$ cat src/rtl/i2s_rx_pkg.sv
// Shared constants and types for the Pmod I2S2 receive path.
package i2s_rx_pkg;

  localparam int I2S_WIDTH          = 24;
  localparam int I2S_SCLK_PER_FRAME = 48;

  typedef enum logic {
    SYNC = 1'b0,
    RUN  = 1'b1
  } i2s_state_t;

endpackage

$ cat src/rtl/i2s_rx_sync_edge.sv
// Multi-stage synchronizer for one strobe plus companion data bits, with a
// registered rising-edge pulse on the strobe and data delayed to match it.
module i2s_rx_sync_edge #(
  parameter int STAGES = 2,
  parameter int N      = 2
) (
  input  logic         clk,
  input  logic         srst,
  input  logic         edge_in,
  input  logic [N-1:0] data_in,
  output logic         rise,
  output logic [N-1:0] data_out
);

  logic [STAGES-1:0]        edge_sync_reg;
  logic [STAGES-1:0][N-1:0] data_sync_reg;
  logic                     edge_last_reg;
  logic                     rise_reg;
  logic [N-1:0]             data_out_reg;

  always_ff @(posedge clk) begin
    if (srst) begin
      edge_sync_reg <= '0;
      data_sync_reg <= '0;
      edge_last_reg <= 1'b0;
      rise_reg      <= 1'b0;
      data_out_reg  <= '0;
    end else begin
      edge_sync_reg <= {edge_sync_reg[STAGES-2:0], edge_in};
      data_sync_reg <= {data_sync_reg[STAGES-2:0], data_in};
      edge_last_reg <= edge_sync_reg[STAGES-1];
      rise_reg      <= edge_sync_reg[STAGES-1] & ~edge_last_reg;
      // Extra stage keeps data aligned with the registered edge pulse.
      data_out_reg  <= data_sync_reg[STAGES-1];
    end
  end

  assign rise     = rise_reg;
  assign data_out = data_out_reg;

endmodule

$ cat src/rtl/i2s_rx.sv
// I2S receiver: deserializes the CS5343 SDOUT line into signed stereo pairs,
// one valid strobe per LRCK frame, with a strobe on malformed slots.
module i2s_rx
  import i2s_rx_pkg::*;
#(
  parameter int WIDTH       = I2S_WIDTH,
  parameter int SYNC_STAGES = 2
) (
  input  logic                    clk_in,
  input  logic                    rst_in,
  input  logic                    sclk_in,
  input  logic                    lrck_in,
  input  logic                    sdout_in,
  output logic signed [WIDTH-1:0] sample_l_out,
  output logic signed [WIDTH-1:0] sample_r_out,
  output logic                    sample_valid_out,
  output logic                    frame_err_out
);

  localparam int CNT_W = $clog2(WIDTH + 2);
  localparam logic [CNT_W-1:0] CNT_FULL = CNT_W'(WIDTH);
  localparam logic [CNT_W-1:0] CNT_SAT  = CNT_W'(WIDTH + 1);

  logic             bit_evt;
  logic [1:0]       data_sync;
  logic             lrck_s;
  logic             sdout_s;

  i2s_rx_sync_edge #(
    .STAGES (SYNC_STAGES),
    .N      (2)
  ) u_sync (
    .clk      (clk_in),
    .srst     (rst_in),
    .edge_in  (sclk_in),
    .data_in  ({sdout_in, lrck_in}),
    .rise     (bit_evt),
    .data_out (data_sync)
  );

  assign lrck_s  = data_sync[0];
  assign sdout_s = data_sync[1];

  i2s_state_t       state_reg;
  logic [CNT_W-1:0] cnt_reg;
  logic [WIDTH-1:0] shift_reg;
  logic [WIDTH-1:0] shift_next;
  logic [WIDTH-1:0] hold_reg;
  logic             held_reg;
  logic             lr_last_reg;
  logic             lr_ref_reg;
  logic             boundary;

  assign shift_next = {shift_reg[WIDTH-2:0], sdout_s};
  // The first bit event after reset only establishes the LRCK reference, so
  // a reset released mid-slot never looks like a boundary.
  assign boundary   = bit_evt && lr_ref_reg && (lrck_s != lr_last_reg);

  always_ff @(posedge clk_in) begin
    if (rst_in) begin
      state_reg        <= SYNC;
      cnt_reg          <= '0;
      shift_reg        <= '0;
      hold_reg         <= '0;
      held_reg         <= 1'b0;
      lr_last_reg      <= 1'b0;
      lr_ref_reg       <= 1'b0;
      sample_l_out     <= '0;
      sample_r_out     <= '0;
      sample_valid_out <= 1'b0;
      frame_err_out    <= 1'b0;
    end else begin
      sample_valid_out <= 1'b0;
      frame_err_out    <= 1'b0;
      if (bit_evt) begin
        shift_reg   <= shift_next;
        lr_last_reg <= lrck_s;
        lr_ref_reg  <= 1'b1;
        if (boundary) begin
          cnt_reg <= CNT_W'(1);
          case (state_reg)
            SYNC: state_reg <= RUN;
            RUN: begin
              if (cnt_reg == CNT_FULL) begin
                // The word just completed belongs to the previous LRCK channel.
                if (!lr_last_reg) begin
                  hold_reg <= shift_next;
                  held_reg <= 1'b1;
                end else if (held_reg) begin
                  sample_l_out     <= hold_reg;
                  sample_r_out     <= shift_next;
                  sample_valid_out <= 1'b1;
                  held_reg         <= 1'b0;
                end
              end else begin
                frame_err_out <= 1'b1;
                held_reg      <= 1'b0;
              end
            end
            default: state_reg <= SYNC;
          endcase
        end else if (cnt_reg != CNT_SAT) begin
          cnt_reg <= cnt_reg + CNT_W'(1);
        end
      end
    end
  end

endmodule
$ cat config.mk
export PLATFORM = sky130hd
export DESIGN_NAME = i2s_rx
export DESIGN_NICKNAME = d
export VERILOG_FILES = /design/src/rtl/i2s_rx_pkg.sv /design/src/rtl/i2s_rx_sync_edge.sv /design/src/rtl/i2s_rx.sv
export SDC_FILE = /design/constraint.sdc
export NUM_CORES = 1
export LEC_CHECK = 0
export BUFFER_PORTS_ARGS = -buffer_cell sky130_fd_sc_hd__buf_2
export CORE_UTILIZATION = 40
export CTS_BUF_LIST = sky130_fd_sc_hd__clkbuf_16
export CTS_CLUSTER_SIZE = 28
export DETAILED_ROUTE_END_ITERATION = 6
export GPL_TIMING_DRIVEN = 1
export PLACE_DENSITY = 0.69
export SYNTH_ARGS = -nofsm -noshare
export SYNTH_HDL_FRONTEND = slang
export SYNTH_SLANG_ARGS = --single-unit
$ cat constraint.sdc
create_clock -name clk_in -period 3.1 [get_ports clk_in]
set_clock_uncertainty 0.05 [all_clocks]
set_input_delay 0.465 -clock clk_in [delete_from_list [all_inputs] [get_ports clk_in]]
set_output_delay 0.465 -clock clk_in [all_outputs]
set_load 0.01 [all_outputs]
## After elaboration in Yosys (flattened, before gate mapping)

Index checks and enable logic that the tools add are counted.

| storage, ports and cells | value |
|---|---|
| register bits after elaboration | 116 |
| latch bits | 0 |
| bits in writable memories | 0 |
| bits in read-only memories | 0 |
| bits of input ports | 5 |
| output and inout bits | 50 |
| word-level logic and storage cells | 44 |
| memories | 0 |

| cells by class | value |
|---|---|
| add/subtract/negate cells | 1 |
| $mul | 0 |
| divide/modulo/power cells | 0 |
| order comparisons | 0 |
| equality and inequality tests | 3 |
| shift-type cells | 0 |
| mux-type cells | 6 |
| bitwise operators | 7 |
| reductions and logical operators | 10 |

Operator list:

| kind | count |
|---|---|
| $mux W5 | 2 |
| $not A1 Y1 | 6 |
| $reduce_and A6 Y1 | 1 |
| $reduce_or A6 Y1 | 1 |
| $add A5 B1 Y5 const B | 1 |
| $eq A5 B5 Y1 const B | 1 |
| $ne A5 B5 Y1 const B | 1 |
| $reduce_and A5 Y1 | 1 |
| $mux W1 | 4 |
| $reduce_and A2 Y1 | 2 |
| $reduce_or A4 Y1 | 1 |
| $reduce_and A3 Y1 | 1 |
| $logic_and A1 B1 Y1 | 2 |
| $reduce_bool A2 Y1 | 1 |
| $and A1 B1 Y1 | 1 |
| $ne A1 B1 Y1 | 1 |

## Depth between registers and ports, before layout

Gate-level depths: netlist of the first run.

| logic depth | value |
|---|---|
| word-level depth | 4 |
| depth in mapped cells | 7 |

## By module

From an unflattened synthesis of the first run, not the netlist that was laid out.

| unflattened totals | value |
|---|---|
| cell total of the unflattened synthesis | 413 |
| area, all modules | 4,504.3 um^2 |

Modules (own cells, without submodules):

| module | times used | cells each | area an instance (um^2) | sequential area each (um^2) |
|---|---|---|---|---|
| i2s_rx | 1 | 393 | 4,235.3 | 2,122.0 |
| i2s_rx_sync_edge | 1 | 20 | 269.0 | 200.2 |

## Least setup slack after synthesis of the first run

Ideal clock, no wire load.

| timing | value |
|---|---|
| kind | flip-flop to flip-flop |
| start point | register cnt_reg[0] |
| end point | register sample_l_out[0] |
| data arrival time | 1.664 ns |
| required time | 2.932 ns |
| path slack | 1.268 ns |
| cell stages (with the launch flop) | 8 |
| path buffers | 2 |
| clock period less this slack | 1.832 ns |
| cell sequence | dfxtp_1 > inv_1 > ha_1 > nand4b_1 > or4_1 > buf_6 > buf_12 > mux2i_1 |

| on the way | value |
|---|---|
| longest elaborated chain between the ends | 2 |

RTL lines:

| what | RTL line | text |
|---|---|---|
| from (decl) | i2s_rx.sv:45 | `logic [CNT_W-1:0] cnt_reg;` |
| from (signal assigned) | i2s_rx.sv:103 | `cnt_reg <= cnt_reg + CNT_W'(1);` |
| $eq A5 B5 Y1 | i2s_rx.sv:84 | `if (cnt_reg == CNT_FULL) begin` |
| $reduce_and A6 Y1 (no source line) | n/a |  |
| to (signal assigned) | i2s_rx.sv:90 | `sample_l_out <= hold_reg;` |
| to (decl) | i2s_rx.sv:14 | `output logic signed [WIDTH-1:0] sample_l_out,` |

Every way passes these cells.
A chain may end at the register's enable or synchronous reset.

## Final worst setup path of the first run

| timing | value |
|---|---|
| start point | register cnt_reg[0] |
| end point | register sample_r_out[5] |

| on the way | value |
|---|---|
| longest elaborated chain between the ends | 2 |

RTL lines:

| what | RTL line | text |
|---|---|---|
| $eq A5 B5 Y1 | i2s_rx.sv:84 |  |
| $reduce_and A6 Y1 (no source line) | n/a |  |
| to (signal assigned) | i2s_rx.sv:91 | `sample_r_out <= shift_next;` |
| to (decl) | i2s_rx.sv:15 | `output logic signed [WIDTH-1:0] sample_r_out,` |

Every way passes these cells.

==> results of run 1 <==
[power by group through the flow]
stage	clock network (mW)	logic (mW)	registers, mW
5_1_grt	2.08	0.0668	1.50
2_1_floorplan	0	0.0508	1.53
3_3_place_gp	0	0.0610	1.53
6_report	1.95	0.0616	1.50
4_1_cts	1.99	0.0623	1.50
3_5_place_dp	0	0.0624	1.53
[through the flow]
stage,setup slack [ns],cell area (um2)
after floorplan,1.27,4510
after global routing,0.412,5440
after global placement,0.680,4840
after detailed placement,0.540,4840
after CTS,0.535,5440
final,0.545,5440
[final cells by class]
class	count	area, um2
Clock buffer	17	425
Inverter	4	15.0
Clock inverter	14	169
Sequential cell	116	2320
Multi-Input combinational cell	266	2000
Timing Repair Buffer	59	323
Tap cell	140	175
Fill cell	982	5450
[cell families (layout without fill, tap and decap cells)]
group | count (synthesis) | count (layout)
xor gates and xnor gates | 4 | 4
muxes | 96 | 96
buffers and inverters | 31 | 94
AOI/OAI and AO/OA | 10 | 10
DFF | 116 | 116
adders and majority gates | 3 | 3
and+or+nand+nor | 153 | 153
[worst paths after layout]
check,slack (ns),to
min reg2reg,0.32,u_sync.rise
max,0.55,sample_r_out[5]
max reg2reg,0.55,sample_r_out[5]
min,0.23,u_sync.data_sync_reg[1]
[cell usage after synthesis (all sizes together), types with 3 or more instances]
| library cell | count |
|---|---|
| xor2 | 3 |
| o21ai | 3 |
| nor2b | 10 |
| nor2 | 28 |
| buf | 12 |
| inv | 4 |
| nand4 | 3 |
| nand2b | 96 |
| nand3 | 4 |
| a21oi | 3 |
| clkbuf | 15 |
| ha | 3 |
| dfxtp | 116 |
| mux2i | 96 |
[per-layer routing]
metal | vias to the layer above | share of wire [%]
li1 | 1486 | -
met1 | 1388 | 47
met2 | 59 | 47
met3 | 7 | 4.7
met4 | 0 | 1.1
met5 | - | 0
==> run metrics, run 1 <==
Area contributors post-synth dfxtp_1, mux2i_1, nand2b_1, nor2_1, nor2b_1; Synth Flop Type dfxtp_1; crit start category flop; # IOs between 50 and 60; vias in the first global route 2838; initial antenna violation count 0; final setup vio count 0; die area 11700 um2; Slew headroom between 20% and 30%; Final Non-Filler Cells 616; M3 GR Usage 5.49%; Die Span Y 108 um; top cell type's share of synthesized area between 50% and 60%; CP bufs+invs 1; crit path launch cnt_reg[0]; hold buffers post-CTS 0; worst hold path depth 2; largest net degree at the start of global routing 86; Crit path largest cell delay 1.18 ns; WP data required 3.29 ns; main combinational cell family by area after synthesis multiplexers; Int Pwr roughly 2.8 mW; Seq pwr share 42.7%; Skew-Pair Late Insertion Delay 0.40 ns; Power Dens Cells around 650 nW/um2; Sw Share 19.0%; setup TNS 0 ns; first-pass GRT wire length 13400 um; simple-gate area share of the yosys netlist 20.2%; final-report hold violation count 0; post-synth net total ~420; EDFF count, synth 0; fin util 49.9%; Post-Syn Instances 413; area share of fa/ha/maj cells after synthesis less than 1%; Leak 2.29 nW; Crit path max-delay family simple AND/OR/NAND/NOR gates; DP Wirelength roughly 4900 um; grt met1 use 18.3%; XOR/XNOR share of the synthesized area 0.778%; via count 2940; Overflow after GRT 0; clock transition at the registers of the reported paths approximately 0.05 ns; status finished, final reports clean; Area growth syn-to-layout 20.6%; largest area contributor in the netlist dfxtp_1; RSZ-0062 raised after global routing no; met2 Usage GRT 23.5%; compound-gate portion of the synthesized area ~1.3%; core area 10900 um2; Yosys reg bits 116; HP Start sdout_in; I/O Buffers 54; Ys Warns 0; CTS tree built; Post-Syn Area 4510 um2; Antenna Violating Nets Remaining 0; critical path type flop to flop; commonest non-fill, non-tap cells in the layout dfxtp_1, nand2b_1, mux2i_1; Post-CTS Setup Bufs 0; crit path DAT approximately 2.7 ns; Worst setup EP type flop; drt pass-1 iters 4; Gates resized, CTS repair 0; clk sinks 116; Placed Cells between 500 and 600; GRT Overall Usage between 10 and 15%; Reg2Reg Launch Point cnt_reg[0]; max cap viols 0; Post-Route WL ~8000 um; crit-path cells inv_1, ha_1, nand4b_1, or4_2, mux2i_1; Tcrit/Tclk final 82.4%; Peak VDD IR 0.302 mV; sequential fraction of the synthesis area between 50% and 60%; crit-path max FO 33; Final min period between 2 and 3 ns; Comb pwr share approximately 1.8%; Inserted Diodes 0; Hold WS 0.227 ns; multiplexer share of the synthesized area 21.3%; Max Fclk 391 MHz; clk buf depth 2; starting density of the core between 40% and 50%; DRC 0; row cnt 38; most common cell after layout, fill and taps aside dfxtp_1; nets@finish 472; fraction of registers with async set/reset 0%; root buf cell clkbuf_16; switching power around 0.67 mW; Final Max Tran Viols 0; share of cells above drive strength 1 a little under a fifth; drt via density 4.77; Worst-Margin Slew between 1 and 1.5 ns; GP Congestion 0.789; Avg Cell Area, Syn 10.9 um2; Worst Reg-to-Reg Cells 5; slowest CP cell or4_2; First DRT Iteration DRCs 131; wire per inst 13.0 um; Worst Hold Class primary input to flop; total CTS buffers 17; Clk pwr share 55.5%; Worst path depth 5; CTS HTree Levels 4; total power 3.52 mW; busiest grt layer met2; Die X 108 um; post-synth cell types 32
(Power assumes the default switching activity.)
==> inputs of run 2 (changes only) <==
--- a/config.mk
+++ b/config.mk
@@ -5,6 +5,7 @@
 export SDC_FILE = /design/constraint.sdc
 export NUM_CORES = 1
 export LEC_CHECK = 0
+export ABC_AREA = 1
 export BUFFER_PORTS_ARGS = -buffer_cell sky130_fd_sc_hd__buf_2
 export CORE_UTILIZATION = 40
 export CTS_BUF_LIST = sky130_fd_sc_hd__clkbuf_16
==> constraint.sdc (replaced) <==
create_clock -name clk_in -period 2.54 [get_ports clk_in]
set_clock_uncertainty 0.05 [all_clocks]
set_input_delay 0.381 -clock clk_in [delete_from_list [all_inputs] [get_ports clk_in]]
set_output_delay 0.381 -clock clk_in [all_outputs]
set_load 0.01 [all_outputs]
==> run 2 against run 1 <==
Against the previous run: maximum frequency rose by 21%; hold slack got worse by 0.11 ns; register-to-register slack lost 0.11 ns; die area increased by 1.7%; area after synthesis rose by 1.7%; first-iteration DRC count increased to 2.6 times the previous value; cell count is 32% higher; sequential cell count did not move; combinational power up 85%; wire length up 22%; clock power is 21% higher; critical path type unchanged.
==> run metrics, run 2 <==
die area 11900 um2 (+1.7%); Area growth syn-to-layout 19.4%; Tcrit/Tclk final 82.9% (+0.52 points); Leak 2.25 nW (-1.7%); Int Pwr 3.40 mW (+19%); Antenna Violating Nets Remaining 0 (unchanged); Skew-Pair Late Insertion Delay 0.41 ns (about the same); DP Wirelength 5930 um (+20%); crit start category flop; Worst-Margin Slew 1.01 ns (-0.0545 ns); max cap viols 0 (unchanged); vias in the first global route 3864 (+36%); Avg Cell Area, Syn 7.31 um2 (-33%); clock transition at the registers of the reported paths 0.05 ns (about the same); final setup vio count 0 (unchanged); post-synth cell types 19 (-41%); Yosys reg bits 116 (unchanged); Final min period 2.11 ns (-0.448 ns); Inserted Diodes 0 (unchanged); setup slack at placement 0.475 ns (-0.0649 ns); GP Congestion 0.773 (-2.0%); nets@finish 670 (+42%); dpl cell area 4880 um2 (+0.88%); sequential fraction of the synthesis area 50.7% (-0.89 points); Die X 109 um (+0.86%); HP Start lrck_in; root buf cell clkbuf_16; setup TNS 0 ns (unchanged); Crit path largest cell delay 0.48 ns (-0.70 ns); Post-Route WL 9740 um (+22%); clk buf depth 2 (unchanged); Power Dens Cells 788 nW/um2 (+22%); Post-Syn Instances 627 (+52%); GRT Overall Usage 17.8% (+2.9 points); drt pass-1 iters 4 (unchanged); Ys Warns 0 (unchanged); most frequent cell after synthesis dfxtp_1; Clk pwr share 54.4% (-1.1 points); total CTS buffers 17 (unchanged); worst r2r dst sample_l_out[14]; commonest non-fill, non-tap cells in the layout dfxtp_1, nor2_1, nand2_1; switching power 0.912 mW (+37%); Post-CTS Setup Bufs 0 (unchanged); final-report hold violation count 0 (unchanged); starting density of the core 41.7% (+0.36 points); Worst Hold Class primary input to flop; most common cell after layout, fill and taps aside dfxtp_1; Max Fclk 475 MHz (+21%); Reg2Reg Launch Point lr_last_reg; critical path type flop to flop; Worst setup EP type flop; worst setup margin 0.433 ns (-0.112 ns); core area 11000 um2 (+0.87%); fraction of registers with async set/reset 0% (unchanged); hold buffers post-CTS 0 (unchanged); largest area contributor in the netlist dfxtp_1; WP data required 2.79 ns (-0.50 ns); flop-to-flop setup slack 0.43 ns (-0.11 ns); initial antenna violation count 0 (unchanged); Post-Syn Area 4580 um2 (+1.7%); CTS tree built; # IOs 55 (unchanged); DRC 0 (unchanged); first-pass GRT wire length 16700 um (+25%); Worst Hold Endpoint u_sync.data_sync_reg[0]; Slew headroom 32.6% (+3.6 points); top post-synthesis cells by count dfxtp_1, nor2_1, nand2_1; crit-path max FO 60 (+82%); wire per inst 11.9 um (-8.0%); worst hold path depth 3 (+1); crit-path cells inv_1, nand2_1, nand3_1, nor2_4, buf_4, nand3_1, nand2_1, nor2_1; Area contributors post-synth dfxtp_1, nor2_1, nand3_1, a21oi_1, nand2_1; share of cells above drive strength 1 14.1% (-4.4 points); clk sinks 116 (unchanged); status finished, final reports clean; Sw Share 21.1% (+2.2 points); post-synth net total 635 (+51%); drt via density 4.85 (+1.6%); I/O Buffers 54 (unchanged); slowest CP cell buf_4; row cnt 38 (unchanged); largest net degree at the start of global routing 101 (+17%); Seq pwr share 43.0% (+0.3 points); design area 5480 um2 (+0.74%); Die Span Y 109 um (+0.86%); Final Max Tran Viols 0 (unchanged); Overflow after GRT 0 (unchanged); First DRT Iteration DRCs 339 (+160%); Synth Flop Type dfxtp_1; top cell type's share of synthesized area 50.7% (-0.89 points); fillers 1066 (+8.6%); via count 3952 (+34%); RSZ-0062 raised after global routing no; Comb pwr share 2.6% (+0.8 points); Worst Reg-to-Reg Cells 8 (+3); crit path DAT 2.36 ns (-0.38 ns); CTS HTree Levels 4 (unchanged); Peak VDD IR 0.449 mV (+48%); EDFF count, synth 0 (unchanged); Gates resized, CTS repair 0 (unchanged)
## run 2: routing by layer
layer  share of wire, %  vias up  global-route usage, %
met4                1.0        0                   6.95
met1                 47     1794                   21.2
met2                 48       81                   30.1
met5                  0        -                      0
li1                   -     2069                      -
met3                4.0        8                   5.20
## run 2: per-stage QoR
step                      total power [mW]  std cells  util (%)  hold WS, ns
after floorplan                       1.98        627         -        0.323
after global placement                2.00        783      44.5        0.328
after detailed placement              2.01        783      44.5        0.336
after CTS                             4.35        815      49.9        0.114
after global routing                  4.45        815      49.9        0.125
final                                 4.31        815      49.9        0.119
## run 2: how the worst max path moves through the flow
stage / start / to / slack [ns]
finish: lr_last_reg / sample_l_out[14] / 0.43
CTS: cnt_reg[0] / hold_reg[0] / 0.47
detailed placement: cnt_reg[0] / hold_reg[3] / 0.48
floorplan: cnt_reg[0] / hold_reg[10] / 1.02
global route: lr_last_reg / sample_l_out[4] / 0.21
global placement: cnt_reg[0] / hold_reg[3] / 0.54
## run 2: critical path: cells and delay by family (launching register included)
family        cells  cell delay [ns]
simple gates      6             0.93
flops             1             0.42
buf+inv           2             0.56
## run 2: cells by family (layout without fill, tap and decap cells)
| logic type | after synthesis | after routing | share of synthesized area (%) |
|---|---|---|---|
| and+or+nand+nor | 289 | 289 | 26.4 |
| buffers and inverters | 112 | 160 | 10.4 |
| adders and majority gates | 3 | 3 | 0.819 |
| DFF | 116 | 116 | 50.7 |
| AOI/OAI and AO/OA | 107 | 107 | 11.7 |
## run 2: final cells by class
class	instances	area [um2]	share of cell area (%)
inverters	68	255	4.66
well taps	140	175	3.20
flip-flops and latches	116	2320	42.4
repair buffers	60	340	6.22
clock buffers	17	425	7.77
multi-input cells	399	1790	32.7
clock inverters	15	166	3.04
## run 2: power by group through the flow
stage	logic, mW	clock network, mW	registers (mW)
6_report	0.114	2.35	1.85
5_1_grt	0.130	2.47	1.86
2_1_floorplan	0.0872	0	1.89
4_1_cts	0.114	2.38	1.85
3_3_place_gp	0.111	0	1.89
3_5_place_dp	0.113	0	1.89
==> inputs of run 3 (changes only) <==
==> constraint.sdc (replaced) <==
create_clock -name clk_in -period 2.1 [get_ports clk_in]
set_clock_uncertainty 0.05 [all_clocks]
set_input_delay 0.315 -clock clk_in [delete_from_list [all_inputs] [get_ports clk_in]]
set_output_delay 0.315 -clock clk_in [all_outputs]
set_load 0.01 [all_outputs]
==> run 3 against run 2 <==
Against the previous run: first-iteration DRC count down 34%; sequential power increased by 21%; critical path depth unchanged; combinational power is 20% higher.
==> run metrics, run 3 (same netlist as run 2, synthesis figures left out) <==
Antenna Violating Nets Remaining 0 (unchanged); DRC 0 (unchanged); I/O Buffers 54 (unchanged); Leak 2.29 nW (+2.1%); drt pass-1 iters 5 (+1); wire per inst 12.4 um (+3.9%); initial antenna violation count 0 (unchanged); Overflow after GRT 0 (unchanged); clock transition at the registers of the reported paths 0.05 ns (about the same); vias in the first global route 3902 (+0.98%); Slew headroom 63.4% (+31 points); Final Max Tran Viols 0 (unchanged); total CTS buffers 17 (unchanged); starting density of the core 41.7% (unchanged); most common cell after layout, fill and taps aside dfxtp_1; clk sinks 116 (unchanged); clk buf depth 2 (unchanged); via count 4013 (+1.5%); commonest non-fill, non-tap cells in the layout dfxtp_1, nor2_1, nand2_1; root buf cell clkbuf_16; setup TNS 0 ns (unchanged); fillers 1048 (-1.7%); Worst setup EP type flop; Gates resized, CTS repair 0 (unchanged); Skew-Pair Late Insertion Delay 0.41 ns (about the same); die area 11900 um2 (unchanged); row cnt 38 (unchanged); Die Span Y 109 um (unchanged); Area growth syn-to-layout 19.7%; core area 11000 um2 (unchanged); First DRT Iteration DRCs 223 (-34%); Post-Route WL 10100 um (+4.2%); GP Congestion 0.776 (+0.37%); crit path DAT 2.06 ns (-0.30 ns); Worst-Margin Slew 0.547 ns (-0.462 ns); critical path type flop to flop; CTS HTree Levels 4 (unchanged); Power Dens Cells 943 nW/um2 (+20%); Max Fclk 553 MHz (+16%); Final min period 1.81 ns (-0.297 ns); drt via density 4.91 (+1.3%); GRT Overall Usage 18.3% (+0.53 points); crit-path max FO 36 (-40%); hold buffers post-CTS 0 (unchanged); Post-CTS Setup Bufs 0 (unchanged); largest net degree at the start of global routing 101 (unchanged); share of cells above drive strength 1 14.3% (+0.25 points); RSZ-0062 raised after global routing no; WP data required 2.35 ns (-0.44 ns); first-pass GRT wire length 17000 um (+1.8%); Tcrit/Tclk final 86.2% (+3.2 points); crit start category flop; nets@finish 672 (+0.30%); Die X 109 um (unchanged); # IOs 55 (unchanged); status finished, final reports clean; total power 5.17 mW (+20%); Inserted Diodes 0 (unchanged); CTS tree built; DP Wirelength 6120 um (+3.3%); final-report hold violation count 0 (unchanged); max cap viols 0 (unchanged); Peak VDD IR 0.365 mV (-19%); final setup vio count 0 (unchanged); Worst Hold Class primary input to flop
run 3: cell type report:
type	count	area (um2)	area share, %
Clock buffer	17	425	7.76
Multi-Input combinational cell	399	1790	32.6
Clock inverter	15	149	2.71
Inverter	68	255	4.65
Tap cell	140	175	3.19
Timing Repair Buffer	62	368	6.71
Sequential cell	116	2320	42.3
run 3: path summary, 6_finish.rpt:
check                                           from                      end  slack (ns)  cells past startpoint
worst max-delay path                     lr_last_reg         sample_r_out[16]        0.29                      8
worst min-delay path                         lrck_in  u_sync.data_sync_reg[0]        0.06                      3
worst max register to register           lr_last_reg         sample_r_out[16]        0.29                      8
worst min register to register  u_sync.edge_last_reg              u_sync.rise        0.34                      1
run 3: critical path, stage by stage, from the launching register on:
cell and delay, ns:
dfxtp_1 0.42, inv_1 0.09, nand2_1 0.06, nand3_1 0.20, nor2_4 0.19, buf_4 0.36
nand3_1 0.18, nand2_1 0.09, nor2_1 0.04
run 3: routing by layer:
metal / wire length, um / global-route usage (%) / part of all wire (%) / vias up
met2: 4960 / 31.2 / 49 / 94
met4: 215 / 8.30 / 2.1 / 0
met5: 0 / 0 / 0 / -
met1: 4560 / 21.3 / 45 / 1827
met3: 414 / 5.08 / 4.1 / 18
li1: - / - / - / 2074
run 3: where the power goes:
group / internal, mW / switching, mW
combinational: 0.0427 / 0.0939
clock: 1.83 / 0.965
sequential: 2.23 / 0.0140
total: 4.10 / 1.07
run 3: per-stage QoR:
step / setup WS [ns] / instance area, um2 / utilization, % / std cells / hold WS [ns]
detailed placement: 0.361 / 4910 / 44.7 / 785 / 0.333
floorplan: 0.580 / 4580 / - / 627 / 0.323
global placement: 0.440 / 4910 / 44.7 / 785 / 0.327
finish: 0.291 / 5490 / 49.9 / 817 / 0.0558
CTS: 0.322 / 5490 / 49.9 / 817 / 0.0529
global route: 0.213 / 5490 / 49.9 / 817 / 0.0607
